===== src/rtl/gray_counter.sv =====
// gray_counter: up/down Gray-code counter with parallel Gray load.
// The count is held in binary; the registered output g is the Gray encoding
// of that binary value. Count ends either wrap modulo 2^WIDTH (WRAP=1) or
// saturate (WRAP=0). Each end-of-range event produces a one-cycle pulse on
// wrap or sat, registered on the same edge as g.
module gray_counter #(
  parameter int WIDTH = 4,
  parameter bit WRAP  = 1'b1
) (
  input  logic             clk,
  input  logic             rst,
  input  logic             en,
  input  logic             up,
  input  logic             load,
  input  logic [WIDTH-1:0] load_g,
  output logic [WIDTH-1:0] g,
  output logic             wrap,
  output logic             sat
);

  localparam logic [WIDTH-1:0] ZERO = '0;
  localparam logic [WIDTH-1:0] MAX  = '1;
  localparam logic [WIDTH-1:0] ONE  = {{(WIDTH-1){1'b0}}, 1'b1};

  logic [WIDTH-1:0] bin_q, bin_d;
  logic [WIDTH-1:0] g_q, g_d;
  logic             wrap_q, wrap_d;
  logic             sat_q, sat_d;

  logic [WIDTH-1:0] bin_step;
  logic             at_end;

  // Gray to binary: bit i is the XOR of all Gray bits from the MSB down to i.
  function automatic logic [WIDTH-1:0] gray_to_bin(input logic [WIDTH-1:0] gv);
    logic [WIDTH-1:0] b;
    b[WIDTH-1] = gv[WIDTH-1];
    for (int i = WIDTH - 2; i >= 0; i--) begin
      b[i] = b[i+1] ^ gv[i];
    end
    return b;
  endfunction

  // Next count in the requested direction and whether the current count
  // sits at the end of the range for that direction.
  always_comb begin
    bin_step = up ? (bin_q + ONE) : (bin_q - ONE);
    at_end   = up ? (bin_q == MAX) : (bin_q == ZERO);
  end

  // Next-state selection: load beats count; idle cycles hold and clear pulses.
  always_comb begin
    bin_d  = bin_q;
    g_d    = g_q;
    wrap_d = 1'b0;
    sat_d  = 1'b0;
    if (load) begin
      bin_d = gray_to_bin(load_g);
      g_d   = load_g;
    end else if (en) begin
      if (!WRAP && at_end) begin
        // Blocked step: count holds, pulse sat on every blocked cycle.
        sat_d = 1'b1;
      end else begin
        bin_d  = bin_step;
        g_d    = bin_step ^ (bin_step >> 1);
        wrap_d = WRAP & at_end;
      end
    end
  end

  // State and output registers, cleared asynchronously.
  always_ff @(posedge clk or posedge rst) begin
    if (rst) begin
      bin_q  <= '0;
      g_q    <= '0;
      wrap_q <= 1'b0;
      sat_q  <= 1'b0;
    end else begin
      bin_q  <= bin_d;
      g_q    <= g_d;
      wrap_q <= wrap_d;
      sat_q  <= sat_d;
    end
  end

  assign g    = g_q;
  assign wrap = wrap_q;
  assign sat  = sat_q;

endmodule


===== config.mk =====
export PLATFORM = sky130hd
export DESIGN_NAME = gray_counter
export DESIGN_NICKNAME = d
export VERILOG_FILES = /design/src/rtl/gray_counter.sv
export SDC_FILE = /design/constraint.sdc
export NUM_CORES = 1
export LEC_CHECK = 0
export CAP_MARGIN = 20
export CORE_AREA = 2 2 39 41
export DETAILED_ROUTE_END_ITERATION = 6
export DIE_AREA = 0 0 41 43
export PLACE_DENSITY = 0.73
export SYNTH_ARGS = -nofsm -noshare
export SYNTH_HDL_FRONTEND = slang
export SYNTH_SLANG_ARGS = --single-unit

===== constraint.sdc =====
create_clock -name clk -period 2.4 [get_ports clk]
set_input_delay 0.48 -clock clk [delete_from_list [all_inputs] [get_ports clk]]
set_output_delay 0.48 -clock clk [all_outputs]
set_load 0.03 [all_outputs]

Word-level counts from Yosys, hierarchy flattened

Cells that the tools add are included.
Widths: inputs -> output; s select.

Register bits after elaboration: 9
Input port bits: 9
Output and inout bits: 6

Add/subtract/negate cells: 2
Equality and inequality tests: 1
Muxes and demuxes: 8
Bitwise gates (word level): 4
Reduce and logical (&&, ||, !) cells: 2

Operators by type and width:

| cell                | number |
|---|---|
| $mux 4              | 5 |
| $add 4x1->4 const B | 1 |
| $eq 4x4->1 const B  | 1 |
| $logic_not 4->1     | 1 |
| $sub 4x1->4 const B | 1 |
| $xor 4x3->4         | 1 |
| $mux 1              | 3 |
| $xor 1x1->1         | 3 |
| $reduce_bool 2->1   | 1 |

Longest topological paths before layout

Gate-level depths: netlist of the first run.

Depth after elaboration: 5
Depth in mapped cells: 6

Worst setup path before layout of the first run

OpenSTA, ideal clock, no wires.

Path type: input -> register
From: in up
To: reg g_q[2], in the netlist g[2]
Library setup time: 0.069 ns
Arrival: 1.754 ns
Required time: 2.331 ns
Slack: 0.577 ns
Cell stages on the path: 6
Buffers on the path: 0
Cells stage by stage: inv_1 -> ha_1 -> and3_4 -> or3_4 -> a211o_1 -> nand3_1

Longest elaborated chain between the ends: 4

RTL lines:

| item                 | line | RTL |
|---|---|---|
| from (decl)          | 13   | `input logic up,` |
| $mux 4               | 46   | `bin_step = up ? (bin_q + ONE) : (bin_q - ONE);` |
| $xor 4x3->4          | 65   | `g_d = bin_step ^ (bin_step >> 1);` |
| $mux 4               | 59   | `end else if (en) begin` |
| $mux 4               | 56   | `if (load) begin` |
| to (signal assigned) | 80   | `g_q <= g_d;` |
| to (decl)            | 26   | `logic [WIDTH-1:0] g_q, g_d;` |

Every way passes these cells. The select of a mux whose other input is x is not followed.
A chain may end at the register's enable or synchronous reset.

Worst setup path in the final report of the first run

Ends and elaborated chain as after synthesis.

==> results of run 1 <==
logic make-up after synthesis:
logic type      count (synthesis)  synth area share (%)
simple gates                   21                 20.48
compound gates                 13                 13.58
xor+xnor                        8                 12.07
flops                           8                 34.48
buf+inv                         7                 5.819
fa+ha+maj                       3                 7.758
mux                             3                 5.173
other cells                     1                0.6459
worst max path at each step:
| stage | from | endpoint | slack, ns | cells past startpoint |
|---|---|---|---|---|
| final | up | g[2] | 0.28 | 7 |
| after global routing | up | g[2] | 0.19 | 7 |
| after CTS | up | g[2] | 0.26 | 7 |
| after detailed placement | up | g[2] | 0.01 | 7 |
| after global placement | up | g[2] | 0.05 | 7 |
| after floorplan | up | g[2] | 0.58 | 6 |
synth_stat cells (3+ instances only):
library cell  n
nor2_1        5
o21ai_0       6
xor2_1        3
xnor2_1       5
clkbuf_1      3
mux2i_1       3
dfrtp_1       8
nand2_1       6
sequential cells by signal (all words and copies together), names as in the netlist:
signal / count
g: 3
wrap: 1
bin_q: 4
through the flow:
step	hold WS [ns]	instance area [sq um]	worst slack, ns
4_1_cts	0.4917	742.0	0.2600
3_3_place_gp	0.5276	719.4	0.04978
5_1_grt	0.4946	742.0	0.1911
6_report	0.4653	742.0	0.2785
3_5_place_dp	0.5256	719.4	0.01285
2_1_floorplan	0.2957	580.6	0.5768
routing by layer:
| metal | GRT usage [%] | up-vias | wire length [um] |
|---|---|---|---|
| li1 | - | 245 | - |
| met2 | 20.94 | 10 | 457 |
| met5 | 0 | - | 0 |
| met4 | 10.00 | 0 | 33 |
| met1 | 21.67 | 211 | 544 |
| met3 | 3.141 | 4 | 32 |
worst max-delay path: cells and delay by family:
| kind | cells | cell delay [ns] |
|---|---|---|
| compound gates | 1 | 0.30 |
| fa+ha+maj | 1 | 0.34 |
| simple gates | 3 | 0.63 |
| buf+inv | 2 | 0.57 |
area by class of cell:
type,instances,area [sq um]
clock buffers,3,22.52
fillers,131,641.9
inverters,2,7.507
multi-input cells,49,346.6
flip-flops and latches,8,200.2
well taps,16,20.02
repair buffers,15,145.1
power breakdown:
part	leakage, nW	internal (mW)	total, mW	switching, mW
clock	0.0138	0.0572	0.103	0.0459
sequential	0.0973	0.164	0.194	0.0302
combinational	0.213	0.145	0.286	0.142
total	0.324	0.366	0.583	0.218
==> results.yml, run 1 <==
final_layout:
  drive_above_1_share_pct: 10.39
  diodes: 0
  fin_nets: 91
  synthToLayoutAreaGrowth_pct: 27.80
  final_cells: 93
  finalCoreUtilization_pct: 53.62
  mostFrequentLayoutCells: "clkdlybuf4s50_1 (13), dfrtp_1 (8), nand2_1 (6), o21ai_0 (6)"
  layout_commonest_cell: "clkdlybuf4s50_1"
timing:
  finalHoldViolations: 0
  maxClockFrequency_mhz: 471.4
  total_negative_setup_slack_ns: 0
  rsz0062_at_grt: "false"
  number_of_setup_violations_in_the_final_report: 0
  timing.final.max_slew_violations: 0
  final_min_period_over_clock_period_pct: 88.40
  fin_crit_ns: 2.121
  finClkSkew_ns: 0.003307
yosys:
  synthDistinctLibCells: 27
  synth_area_sq_um: 580.6
  synthDominantAreaCellType: "dfrtp_1"
  mappedNetlistNets: 76
  ys_ff_latch: 8
  synth-seq-area-share_pct: 34.48
  syn-instance-count: 64
  synth_edf_count: 0
  synth_async_sr_flop_share_pct: 100.0
  yosys-top-cells-area: "dfrtp_1 (34%), xnor2_1 (7.5%), mux2i_1 (5.2%), o21ai_0 (5.2%), xor2_1 (4.5%)"
  synthDominantCellAreaShare_pct: 34.48
  avg_inst_size_synth_sq_um: 9.071
  yosys_warnings: 0
  dominantRegCellSynth: "dfrtp_1"
floorplan:
  fp.dieH_um: 43
  die_area_sq_um: 1763
  ios: 15
  die_w_um: 41
  std_cell_rows: 14
  core_region_area_sq_um: 1384
  initial_core_util_pct: 41.95
critical_path:
  worst_setup_path_end_kind: "flop"
  r2r_cells: 6
  critical_path.max_fanout: 4
  cp_data_arrival_time_ns: 2.31
  ordered_list_of_cells_on_the_worst_path: "clkdlybuf4s50_1, inv_1, ha_1, and3_4, or3_4, a211o_1, nand3_1"
  crit_path_start_kind: "input pin"
  worst_path_largest_cell_delay_ns: 0.48
  timing_worst_setup_path_type: "in -> reg"
  required_ns: 2.59
  reg2reg_to: "g[2]"
  crit_path_top_delay_cell: "clkdlybuf4s50_1"
  regToRegSetupSlack_ns: 0.66
  critical_register_to_register_path_startpoint: "bin_q[0]"
route:
  num_vias: 470
  avgViaCountPerCell: 5.054
  drtIter0Drc: 5
  postRouteWirelength_um: 1068
  route.detailed.wl_per_inst_um: 11.48
  drtPass1Iterations: 4
  remaining_drc_errors: 0
  antenna_violating_nets_post_route: 0
grt:
  number_of_global_route_vias_before_repair: 459
  overflow: 0
  grt_antenna_before_repair: 0
  global_route_wire_length_before_repair_um: 1842
  groute.usage.overall_pct: 15.53
  pin_count_of_the_biggest_net_entering_global_routing: 18
clocking:
  clock_pin_slew_of_the_registers_on_the_worst_case_setup_and_hold_paths_ns: 0.05
  clock_tree.buffer_depth: 2
  cts.sinks: 8
  cts_tree: "yes"
  hold_buffers: 0
  insertion_delay_ns: 0.26
  tritoncts_buffers: 3
  htreeDepth: 1
  cts_repair_resize_count: 0
  number_of_setup_buffers_added_after_cts: 0
  clk_root_buffer_cell: "clkbuf_4"
power:
  p_total_uw: 583.4
  power.leakage_nw: 0.3237
  total_power_per_unit_cell_area_nw_per_um2: 786.3
  power.ir.vdd_worst_uv: 415.0
placed_design:
  dp.final_hpwl_um: 845.9
  port_buffers: 13
  routabilityCongestion: 0.7256
  dp_cells: 90
worst_hold_path:
  hp-class: "in -> async"
job:
  max_cap_viol_count: 0
run_status:
  run_status: "finished clean"
Power figures use the tool's default switching activity.
==> inputs of run 2 (changes only) <==
Settings changed: CTS_BUF_LIST from default to sky130_fd_sc_hd__clkbuf_4 sky130_fd_sc_hd__clkbuf_8.
==> results of run 2 <==
The final DEF is identical to that of run 1; final timing and power are the same.
